`src/rtl/gat_bram_stream_loader_if.sv`:
```
// gat_bram_stream_loader_if
// Bundles the host AXI-Stream input and the BRAM write port of one loader.
// Handshake: a beat transfers on a rising clk edge where s_axis_tvalid and
// s_axis_tready are both high; the source holds tdata/tlast stable while
// tvalid is high without tready, and tready never depends on tvalid.
interface gat_bram_stream_loader_if #(
    parameter int ADDR_W = 18
);
    logic [31:0]       s_axis_tdata;
    logic              s_axis_tvalid;
    logic              s_axis_tready;
    logic              s_axis_tlast;
    logic [31:0]       bram_din;
    logic              bram_ena;
    logic              bram_wea;
    logic [ADDR_W+1:0] bram_addra;

    // Loader side: consumes the stream, drives the BRAM port.
    modport slave (
        input  s_axis_tdata, s_axis_tvalid, s_axis_tlast,
        output s_axis_tready,
        output bram_din, bram_ena, bram_wea, bram_addra
    );

    // Host/DMA side: produces the stream, observes the BRAM port.
    modport master (
        output s_axis_tdata, s_axis_tvalid, s_axis_tlast,
        input  s_axis_tready,
        input  bram_din, bram_ena, bram_wea, bram_addra
    );
endinterface

```
`src/rtl/gat_bram_stream_loader.sv`:
```
// gat_bram_stream_loader
// Streams a 32-bit image from the host DMA into one GAT input BRAM.
// Each accepted beat is written one cycle later at byte address
// {word_index, 2'b00}. load_done / load_err are sticky until the next start.
// Optional build macro LOADER_CHECKSUM_EN adds a running 32-bit sum of all
// accepted words on the checksum output.
module gat_bram_stream_loader #(
    parameter int DATA_DEPTH = 242101,
    parameter int ADDR_W     = $clog2(DATA_DEPTH),
    parameter int CNT_W      = ADDR_W + 1
) (
    input  logic                    clk,
    input  logic                    rst_n,
    input  logic                    start,
    gat_bram_stream_loader_if.slave bus,
    output logic                    load_done,
    output logic                    load_err,
    output logic                    busy,
    output logic [CNT_W-1:0]        word_count,
    output logic [1:0]              state_dbg
`ifdef LOADER_CHECKSUM_EN
    ,
    output logic [31:0]             checksum
`endif
);

    typedef enum logic [1:0] {
        ST_IDLE = 2'd0,
        ST_LOAD = 2'd1,
        ST_DONE = 2'd2,
        ST_ERR  = 2'd3
    } state_t;

    localparam logic [CNT_W-1:0] LAST_IDX = CNT_W'(DATA_DEPTH - 1);
    localparam logic [CNT_W-1:0] ONE      = CNT_W'(1);

    state_t            state_q;
    state_t            state_d;
    logic [CNT_W-1:0]  ptr_q;
    logic              accept;
    logic              arm;

    logic [31:0]       din_q;
    logic [ADDR_W+1:0] addra_q;
    logic              strobe_q;

    // State register.
    always_ff @(posedge clk or negedge rst_n) begin
        if (!rst_n) begin
            state_q <= ST_IDLE;
        end else begin
            state_q <= state_d;
        end
    end

    // Next state, beat acceptance and the arm (restart) strobe.
    always_comb begin
        state_d = state_q;
        accept  = 1'b0;
        arm     = 1'b0;
        case (state_q)
            ST_IDLE: begin
                if (start) begin
                    arm     = 1'b1;
                    state_d = ST_LOAD;
                end
            end
            ST_LOAD: begin
                // start is deliberately ignored here: no mid-load restart.
                accept = bus.s_axis_tvalid;
                if (accept) begin
                    if (bus.s_axis_tlast) begin
                        state_d = ST_DONE;
                    end else if (ptr_q == LAST_IDX) begin
                        // Last slot filled without tlast: the image is too big.
                        state_d = ST_ERR;
                    end
                end
            end
            ST_DONE, ST_ERR: begin
                if (start) begin
                    arm     = 1'b1;
                    state_d = ST_LOAD;
                end
            end
            default: begin
                state_d = ST_IDLE;
            end
        endcase
    end

    // Word pointer: cleared on every (re)start, advances per accepted beat.
    always_ff @(posedge clk or negedge rst_n) begin
        if (!rst_n) begin
            ptr_q <= '0;
        end else if (arm) begin
            ptr_q <= '0;
        end else if (accept) begin
            ptr_q <= ptr_q + ONE;
        end
    end

    // Registered BRAM write: strobe for one cycle, data/address hold after.
    always_ff @(posedge clk or negedge rst_n) begin
        if (!rst_n) begin
            strobe_q <= 1'b0;
            din_q    <= '0;
            addra_q  <= '0;
        end else begin
            strobe_q <= accept;
            if (accept) begin
                din_q   <= bus.s_axis_tdata;
                addra_q <= {ptr_q[ADDR_W-1:0], 2'b00};
            end
        end
    end

`ifdef LOADER_CHECKSUM_EN
    // Running sum of accepted words; settles on the edge load_done rises.
    always_ff @(posedge clk or negedge rst_n) begin
        if (!rst_n) begin
            checksum <= '0;
        end else if (arm) begin
            checksum <= '0;
        end else if (accept) begin
            checksum <= checksum + bus.s_axis_tdata;
        end
    end
`endif

    assign bus.s_axis_tready = (state_q == ST_LOAD);
    assign bus.bram_din      = din_q;
    assign bus.bram_addra    = addra_q;
    assign bus.bram_ena      = strobe_q;
    assign bus.bram_wea      = strobe_q;

    assign busy       = (state_q == ST_LOAD);
    assign load_done  = (state_q == ST_DONE);
    assign load_err   = (state_q == ST_ERR);
    assign word_count = ptr_q;
    assign state_dbg  = state_q;

endmodule
```
`src/flat_wrapper.sv`:
```
// flat-port wrapper written by rule: the top's interface ports become plain ports
module gat_bram_stream_loader_flat 
#(
    parameter int DATA_DEPTH = 242101,
    parameter int ADDR_W     = $clog2(DATA_DEPTH),
    parameter int CNT_W      = ADDR_W + 1
)
  (clk, rst_n, start, load_done, load_err, busy, word_count, state_dbg, bus_s_axis_tdata, bus_s_axis_tvalid, bus_s_axis_tlast, bus_s_axis_tready, bus_bram_din, bus_bram_ena, bus_bram_wea, bus_bram_addra);
  gat_bram_stream_loader_if #(.ADDR_W(ADDR_W)) bus_i ();
  input  logic clk;
  input  logic rst_n;
  input  logic start;
  output logic load_done;
  output logic load_err;
  output logic busy;
  output logic [CNT_W-1:0] word_count;
  output logic [1:0] state_dbg;
  input wire logic [$bits(bus_i.s_axis_tdata)-1:0] bus_s_axis_tdata;
  input wire logic [$bits(bus_i.s_axis_tvalid)-1:0] bus_s_axis_tvalid;
  input wire logic [$bits(bus_i.s_axis_tlast)-1:0] bus_s_axis_tlast;
  output wire logic [$bits(bus_i.s_axis_tready)-1:0] bus_s_axis_tready;
  output wire logic [$bits(bus_i.bram_din)-1:0] bus_bram_din;
  output wire logic [$bits(bus_i.bram_ena)-1:0] bus_bram_ena;
  output wire logic [$bits(bus_i.bram_wea)-1:0] bus_bram_wea;
  output wire logic [$bits(bus_i.bram_addra)-1:0] bus_bram_addra;
  assign bus_i.s_axis_tdata = bus_s_axis_tdata;
  assign bus_i.s_axis_tvalid = bus_s_axis_tvalid;
  assign bus_i.s_axis_tlast = bus_s_axis_tlast;
  assign bus_s_axis_tready = bus_i.s_axis_tready;
  assign bus_bram_din = bus_i.bram_din;
  assign bus_bram_ena = bus_i.bram_ena;
  assign bus_bram_wea = bus_i.bram_wea;
  assign bus_bram_addra = bus_i.bram_addra;
  gat_bram_stream_loader #(.DATA_DEPTH(DATA_DEPTH), .ADDR_W(ADDR_W), .CNT_W(CNT_W)) u_core (.clk(clk), .rst_n(rst_n), .start(start), .bus(bus_i), .load_done(load_done), .load_err(load_err), .busy(busy), .word_count(word_count), .state_dbg(state_dbg));
endmodule
```
`config.mk`:
```
export PLATFORM = sky130hd
export DESIGN_NAME = gat_bram_stream_loader_flat
export DESIGN_NICKNAME = d
export VERILOG_FILES = /design/src/rtl/gat_bram_stream_loader_if.sv /design/src/rtl/gat_bram_stream_loader.sv /design/src/flat_wrapper.sv
export SDC_FILE = /design/constraint.sdc
export NUM_CORES = 1
export LEC_CHECK = 0
export CAP_MARGIN = 30
export CORE_MARGIN = 1.5
export CORE_UTILIZATION = 44
export DETAILED_ROUTE_END_ITERATION = 12
export PLACE_DENSITY = 0.87
export SLEW_MARGIN = 20
export SYNTH_ARGS = -nofsm -noshare
export SYNTH_HDL_FRONTEND = slang
export SYNTH_SLANG_ARGS = --single-unit
```
`constraint.sdc`:
```
create_clock -name clk -period 2.4 [get_ports clk]
set_input_delay 0.48 -clock clk [delete_from_list [all_inputs] [get_ports clk]]
set_output_delay 0.48 -clock clk [all_outputs]
set_load 0.05 [all_outputs]
```
==> impl_metrics.ini, run 1 <==
[global_route]
grt_max_degree = 59
track_usage_pct = 22.6
overflow = 0
antenna_found_initial = 0
grt_pass1_wl_um = 12800
grt_pass1_vias = 2593

[logic_synthesis]
syn_area_um2 = 3000
synth-xor-area-share_pct = 2.63
synth_top_family_by_area = simple AND/OR/NAND/NOR gates
yosys.area_share.adder_pct = 0.835
syn_avg_cell_area_um2 = 9.03
yosysWarnings = 0
synth-simple-area-share_pct = 27.3
netlist_instances = 332
synth_cell_types = 29
yosysSeqAreaShare_pct = 60.1
ys_ff_latch = 72
synth-compound-area-share_pct = 4.92
synth_mux_area_share_pct = 0

[worst_setup_path]
r2r_start = u_core.word_count[0]$_DFFE_PN0P_
crit_chain = and2_1 > clkdlybuf4s50_1
crit_start = u_core.state_dbg[0]$_DFFE_PN0P_
critPathCapture = load_err
startpoint_type = register
arrival_ns = 1.75
cp-end-kind = primary output
slowest_stage = clkdlybuf4s50_1
r2r_slack_ns = 0.42
worst_path_largest_cell_delay_ns = 0.80
critPathKind = register to primary output
required_ns = 1.92
r2r-end = u_core.word_count[14]$_DFFE_PN0P_
reg2regPathDepth = 6
cp_max_fo = 6

[sta]
fmax_ghz = 0.448
max_slew_margin_pct = 58.5
slew_violations = 0
final-setup-viol-count = 0
finalCritPeriodShare_pct = 93.1
rsz0062_at_grt = false
tns_ns = 0
timing.final.crit_period_ns = 2.23
hold_violations = 0
clock_skew_ns = 0.0119
worst_pin_slew_ns = 0.623

[route]
met3_length_um = 531
routed_wl_um = 7740
wl_met2_um = 3760
vias_per_cell = 5.03
wl_met1_um = 3200
ant_nets = 0
drc = 10
dr.pass1.iters = 9
highest_layer = met4
drtIter0Drc = 170
vias = 2653
wl_per_cell_um = 14.7

[clocking]
cts_tree = yes
htreeDepth = 3
cts.path.max_buffers = 2
clk_latency_ns = 0.35
clock_sinks = 72
clk_pin_slew_worst_paths_ns = 0.08
numCtsBuffers = 9
cts_root_buf = clkbuf_8
cts_resized = 2
cts_setup_buffers = 0
hold_buffers = 0

[power_and_ir_drop]
power.density_nw_per_um2 = 947
ir_drop_mv = 0.546
p_total_uw = 4190
power.leakage_uw = 0.00205

[floorplan]
die_x_um = 85.5
die-area_um2 = 7320
coreArea_um2 = 6460
dieHeight_um = 85.5
row_count = 29
num_io_pins = 116
start_util_pct = 46.4

[cells_and_area]
diodes = 0
drive_above_1_share_pct = 5.56
layout.nets = 484
syn_to_final_growth_pct = 47.6

[placement]
numPortBuffers = 113
dp_hpwl_um = 5450
place.gp.congestion = 0.914

[run_status]
violations = DRC
status = complete, but fails checks

[hold_path]
hold_path_class = primary input to async pin

[run]
maxCapViolations = 0
-- worst max-delay path, delay by kind of cell, from the launching register on --
kind,cells,cell delay [ns]
buffers and inverters,1,0.80
DFF,1,0.45
and+or+nand+nor,1,0.15
-- state kept, by name, indices dropped and copies added (netlist names) --
register               count
u_core.bus.bram_din       32
u_core.word_count         19
u_core.bus.bram_addra     18
u_core.state_dbg           2
u_core.bus.bram_ena        1
-- per-stage QoR --
step | instance area [um2] | setup WS (ns) | hold slack, ns | instances | util, %
after floorplan | 3000 | 0.0918 | 0.184 | 333 | -
after global placement | 4210 | 0.0200 | 0.457 | 511 | 65.1
after detailed placement | 4210 | -0.00913 | 0.461 | 511 | 65.1
after CTS | 4430 | 0.167 | 0.105 | 527 | 68.5
after global routing | 4430 | 0.0914 | 0.123 | 527 | 68.5
final | 4430 | 0.166 | 0.0879 | 527 | 68.5
-- synth_stat cells --
cell | number | area, um2
clkbuf_1 | 13 | 48.8
nand2_1 | 148 | 556
and3_1 | 1 | 6.26
a21oi_1 | 9 | 45.0
nor2b_1 | 2 | 12.5
nand4_1 | 4 | 25.0
nand4b_1 | 1 | 8.76
nand2b_1 | 1 | 6.26
o31ai_1 | 6 | 45.0
nor3_1 | 2 | 10.0
o211ai_1 | 1 | 7.51
xnor2_1 | 8 | 70.1
nor2_1 | 10 | 37.5
or4_1 | 5 | 37.5
nor4b_1 | 1 | 8.76
buf_1 | 2 | 7.51
or2_0 | 1 | 6.26
ha_1 | 2 | 25.0
and2_1 | 2 | 12.5
conb_1 | 1 | 3.75
dfrtp_1 | 72 | 1800
buf_4 | 4 | 30.0
nand3_1 | 6 | 30.0
nor4_1 | 6 | 37.5
or3_1 | 4 | 25.0
inv_1 | 8 | 30.0
buf_2 | 1 | 5.00
o21ai_0 | 10 | 50.1
xor2_1 | 1 | 8.76
-- cells by family after synthesis --
| group | count (synthesis) |
|---|---|
| simple gates | 194 |
| other cells | 1 |
| fa+ha+maj | 2 |
| buf+inv | 28 |
| compound gates | 26 |
| flops | 72 |
| xor+xnor | 9 |
-- worst min-delay path by stage --
stage	from	slack, ns	endpoint
6_report	rst_n	0.09	u_core.bus.bram_din[25]$_DFFE_PN0P_
5_1_grt	rst_n	0.12	u_core.bus.bram_din[25]$_DFFE_PN0P_
4_1_cts	rst_n	0.10	u_core.bus.bram_din[25]$_DFFE_PN0P_
3_5_place_dp	u_core.bus.bram_din[7]$_DFFE_PN0P_	0.46	u_core.bus.bram_din[7]$_DFFE_PN0P_
3_3_place_gp	u_core.bus.bram_din[0]$_DFFE_PN0P_	0.46	u_core.bus.bram_din[0]$_DFFE_PN0P_
2_1_floorplan	rst_n	0.18	u_core.bus.bram_addra[10]$_DFFE_PN0P_
-- report_power, final --
part	switching, uW	internal [uW]	leakage [uW]
registers	125	1400	0.000942
clock network	463	591	0.000103
logic	1110	503	0.00100
total	1690	2500	0.00205
-- per-layer routing --
| metal | track usage [%] | vias to the layer above |
|---|---|---|
| li1 | - | 1285 |
| met1 | 30.4 | 1247 |
| met2 | 35.3 | 105 |
| met3 | 3.37 | 16 |
| met4 | 12.5 | 0 |
| met5 | 0 | - |
-- layout by cell type, fill, tap and decap left out, drive strengths merged, types with 6 or more instances in the layout --
master,Yosys,final
o31ai,6,6
nand3,6,6
nand2,148,148
clkbuf,13,10
a21oi,9,9
clkdlybuf4s50,0,110
nor4,6,6
buf,7,9
o21ai,10,10
dfrtp,72,72
nor2,10,10
xnor2,8,8
inv,8,9
-- cell type report --
type	instances	area [um2]
clock buffers	10	128
clock inverters	6	92.6
repair buffers	121	1200
inverters	8	30.0
well taps	77	96.3
fillers	487	2030
flip-flops and latches	72	1800
multi-input cells	233	1080
Note: power is estimated with default switching activity, not from simulation.
==> inputs of run 2 (changes only) <==
- CAP_MARGIN: 30 -> 20
- CORE_ASPECT_RATIO: default -> 1.25
==> run 2 against run 1 <==
Against the previous run:
- clock-buffer cell count is 4 higher
- critical path depth stayed put
- sequential share of layout area stayed put
- wire length is 2.4% lower
- global-route usage is 1.4 points lower
- clock power is 4% lower
- cell count is 1.9% higher
- clock skew is 0.0041 ns lower
- utilization is 1.1 points lower
- die area hardly changed
- sequential power hardly changed
- non-clock buffer count stayed put
- the run now ends clean
- critical endpoint unchanged
==> impl_metrics.ini, run 2 (synthesis gave the netlist of run 1 again) <==
[run_status]
status = complete, no violations

[power_and_ir_drop]
power.density_nw_per_um2 = 937
ir_drop_mv = 0.573
power.leakage_uw = 0.00205
p_total_uw = 4150

[clocking]
cts_root_buf = clkbuf_8
cts.path.max_buffers = 2
htreeDepth = 3
clk_pin_slew_worst_paths_ns = 0.07
numCtsBuffers = 9
clk_latency_ns = 0.33
cts_tree = yes
hold_buffers = 0
clock_sinks = 72

[hold_path]
hold_path_class = primary input to async pin

[route]
ant_nets = 0
routed_wl_um = 7550
dr.pass1.iters = 6
drc = 0
vias_per_cell = 4.96
wl_per_cell_um = 14.1
drtIter0Drc = 117
vias = 2662

[floorplan]
die-area_um2 = 7320
dieHeight_um = 95.3
num_io_pins = 116
start_util_pct = 45.7
die_x_um = 76.8
coreArea_um2 = 6570
row_count = 33

[cells_and_area]
layout.nets = 484
fillers = 516
diodes = 0
final_cell_area_um2 = 4430
final_cell_mix = 147 x nand2_1, 110 x clkdlybuf4s50_1, 72 x dfrtp_1
largest_reg_flops = 32
syn_to_final_growth_pct = 47.6
regArea_um2 = 1800
layout_commonest_cell = nand2_1
multi_input_area_um2 = 1080
drive_above_1_share_pct = 5.56

[worst_setup_path]
arrival_ns = 1.70
crit_chain = and2_1 > clkdlybuf4s50_1
r2r-end = u_core.word_count[16]$_DFFE_PN0P_
startpoint_type = register
r2r_start = u_core.word_count[0]$_DFFE_PN0P_
required_ns = 1.92
critPathKind = register to primary output
cp_max_fo = 6
worst_path_largest_cell_delay_ns = 0.80
cp-end-kind = primary output
slowest_stage = clkdlybuf4s50_1
r2r_slack_ns = 0.40
reg2regPathDepth = 6

[global_route]
grt_pass1_wl_um = 12100
track_usage_pct = 21.2
grt_pass1_vias = 2574
overflow = 0
antenna_found_initial = 0
grt_max_degree = 73

[sta]
timing.final.crit_period_ns = 2.18
slew_violations = 0
worst_pin_slew_ns = 0.867
rsz0062_at_grt = false
fmax_ghz = 0.458
clock_skew_ns = 0.00786
max_slew_margin_pct = 42.2
final-setup-viol-count = 0
finalCritPeriodShare_pct = 91.0
hold-worst-slack_ns = 0.274
hold_violations = 0

[placement]
numPortBuffers = 113
placed_area_um2 = 4210
dp_hpwl_um = 5330
place.gp.congestion = 0.847

[run]
maxCapViolations = 0
-- run 2: cell count changes in the layout (fill, tap and decap cells not counted) --
cell,change
buf_12,-1
buf_2,-1
buf_4,+2
bufinv_16,-1
clkbuf_8,+4
clkinv_2,+1
clkinv_4,-1
clkinvlp_4,-2
inv_6,-1
-- run 2: worst max-delay path by stage --
stage,startpoint,to,slack (ns),cells after the start
after global routing,u_core.state_dbg[0]$_DFFE_PN0P_,load_err,0.14,2
final,u_core.state_dbg[0]$_DFFE_PN0P_,load_err,0.22,2
after floorplan,u_core.state_dbg[0]$_DFFE_PN0P_,u_core.bus.bram_addra[16]$_DFFE_PN0P_,0.09,8
after CTS,u_core.state_dbg[0]$_DFFE_PN0P_,load_err,0.19,2
after global placement,bus_s_axis_tvalid,u_core.word_count[18]$_DFFE_PN0P_,-0.06,5
after detailed placement,bus_s_axis_tvalid,u_core.word_count[18]$_DFFE_PN0P_,-0.08,5
-- run 2: routing by layer --
layer	track usage (%)	share of wire, %	vias to the layer above
met3	4.98	4.9	10
met1	25.8	43	1277
met2	36.8	51	87
li1	-	-	1288
met5	0	0	-
met4	7.72	1.7	0
-- run 2: area by class of cell --
cell class	count	share of cell area, %
flip-flops and latches	72	40.7
repair buffers	121	26.8
clock inverters	2	0.792
inverters	8	0.679
well taps	87	2.46
clock buffers	14	4.13
multi-input cells	233	24.4
-- run 2: power by group --
group / total [uW] / internal, uW / switching [uW]
logic: 1610 / 502 / 1100
clock network: 1010 / 593 / 412
registers: 1530 / 1410 / 128
total: 4150 / 2500 / 1640
-- run 2: per-stage QoR --
stage	cells	util [%]	TNS (ns)	setup WS, ns
floorplan	333	-	0	0.0918
global placement	521	64.1	-0.139	-0.0642
detailed placement	521	64.1	-0.207	-0.0846
CTS	537	67.4	0	0.192
global route	537	67.4	0	0.136
finish	537	67.4	0	0.215
-- run 2: critical path: cells and delay by family, from the launching register on --
family | cells | cell delay (ns)
buffers and inverters | 1 | 0.80
DFF | 1 | 0.43
and+or+nand+nor | 1 | 0.15
-- run 2: repair_timing --
item                                    4_1_cts  5_1_grt
setup buffers                                 0        0
gates resized for setup                       2        0
endpoints found under the setup margin        2        0
==> inputs of run 3 (changes only) <==
- SLEW_MARGIN: 20 -> 15
==> results of run 3 <==
Final layout, timing and power as in run 2 (identical DEF).
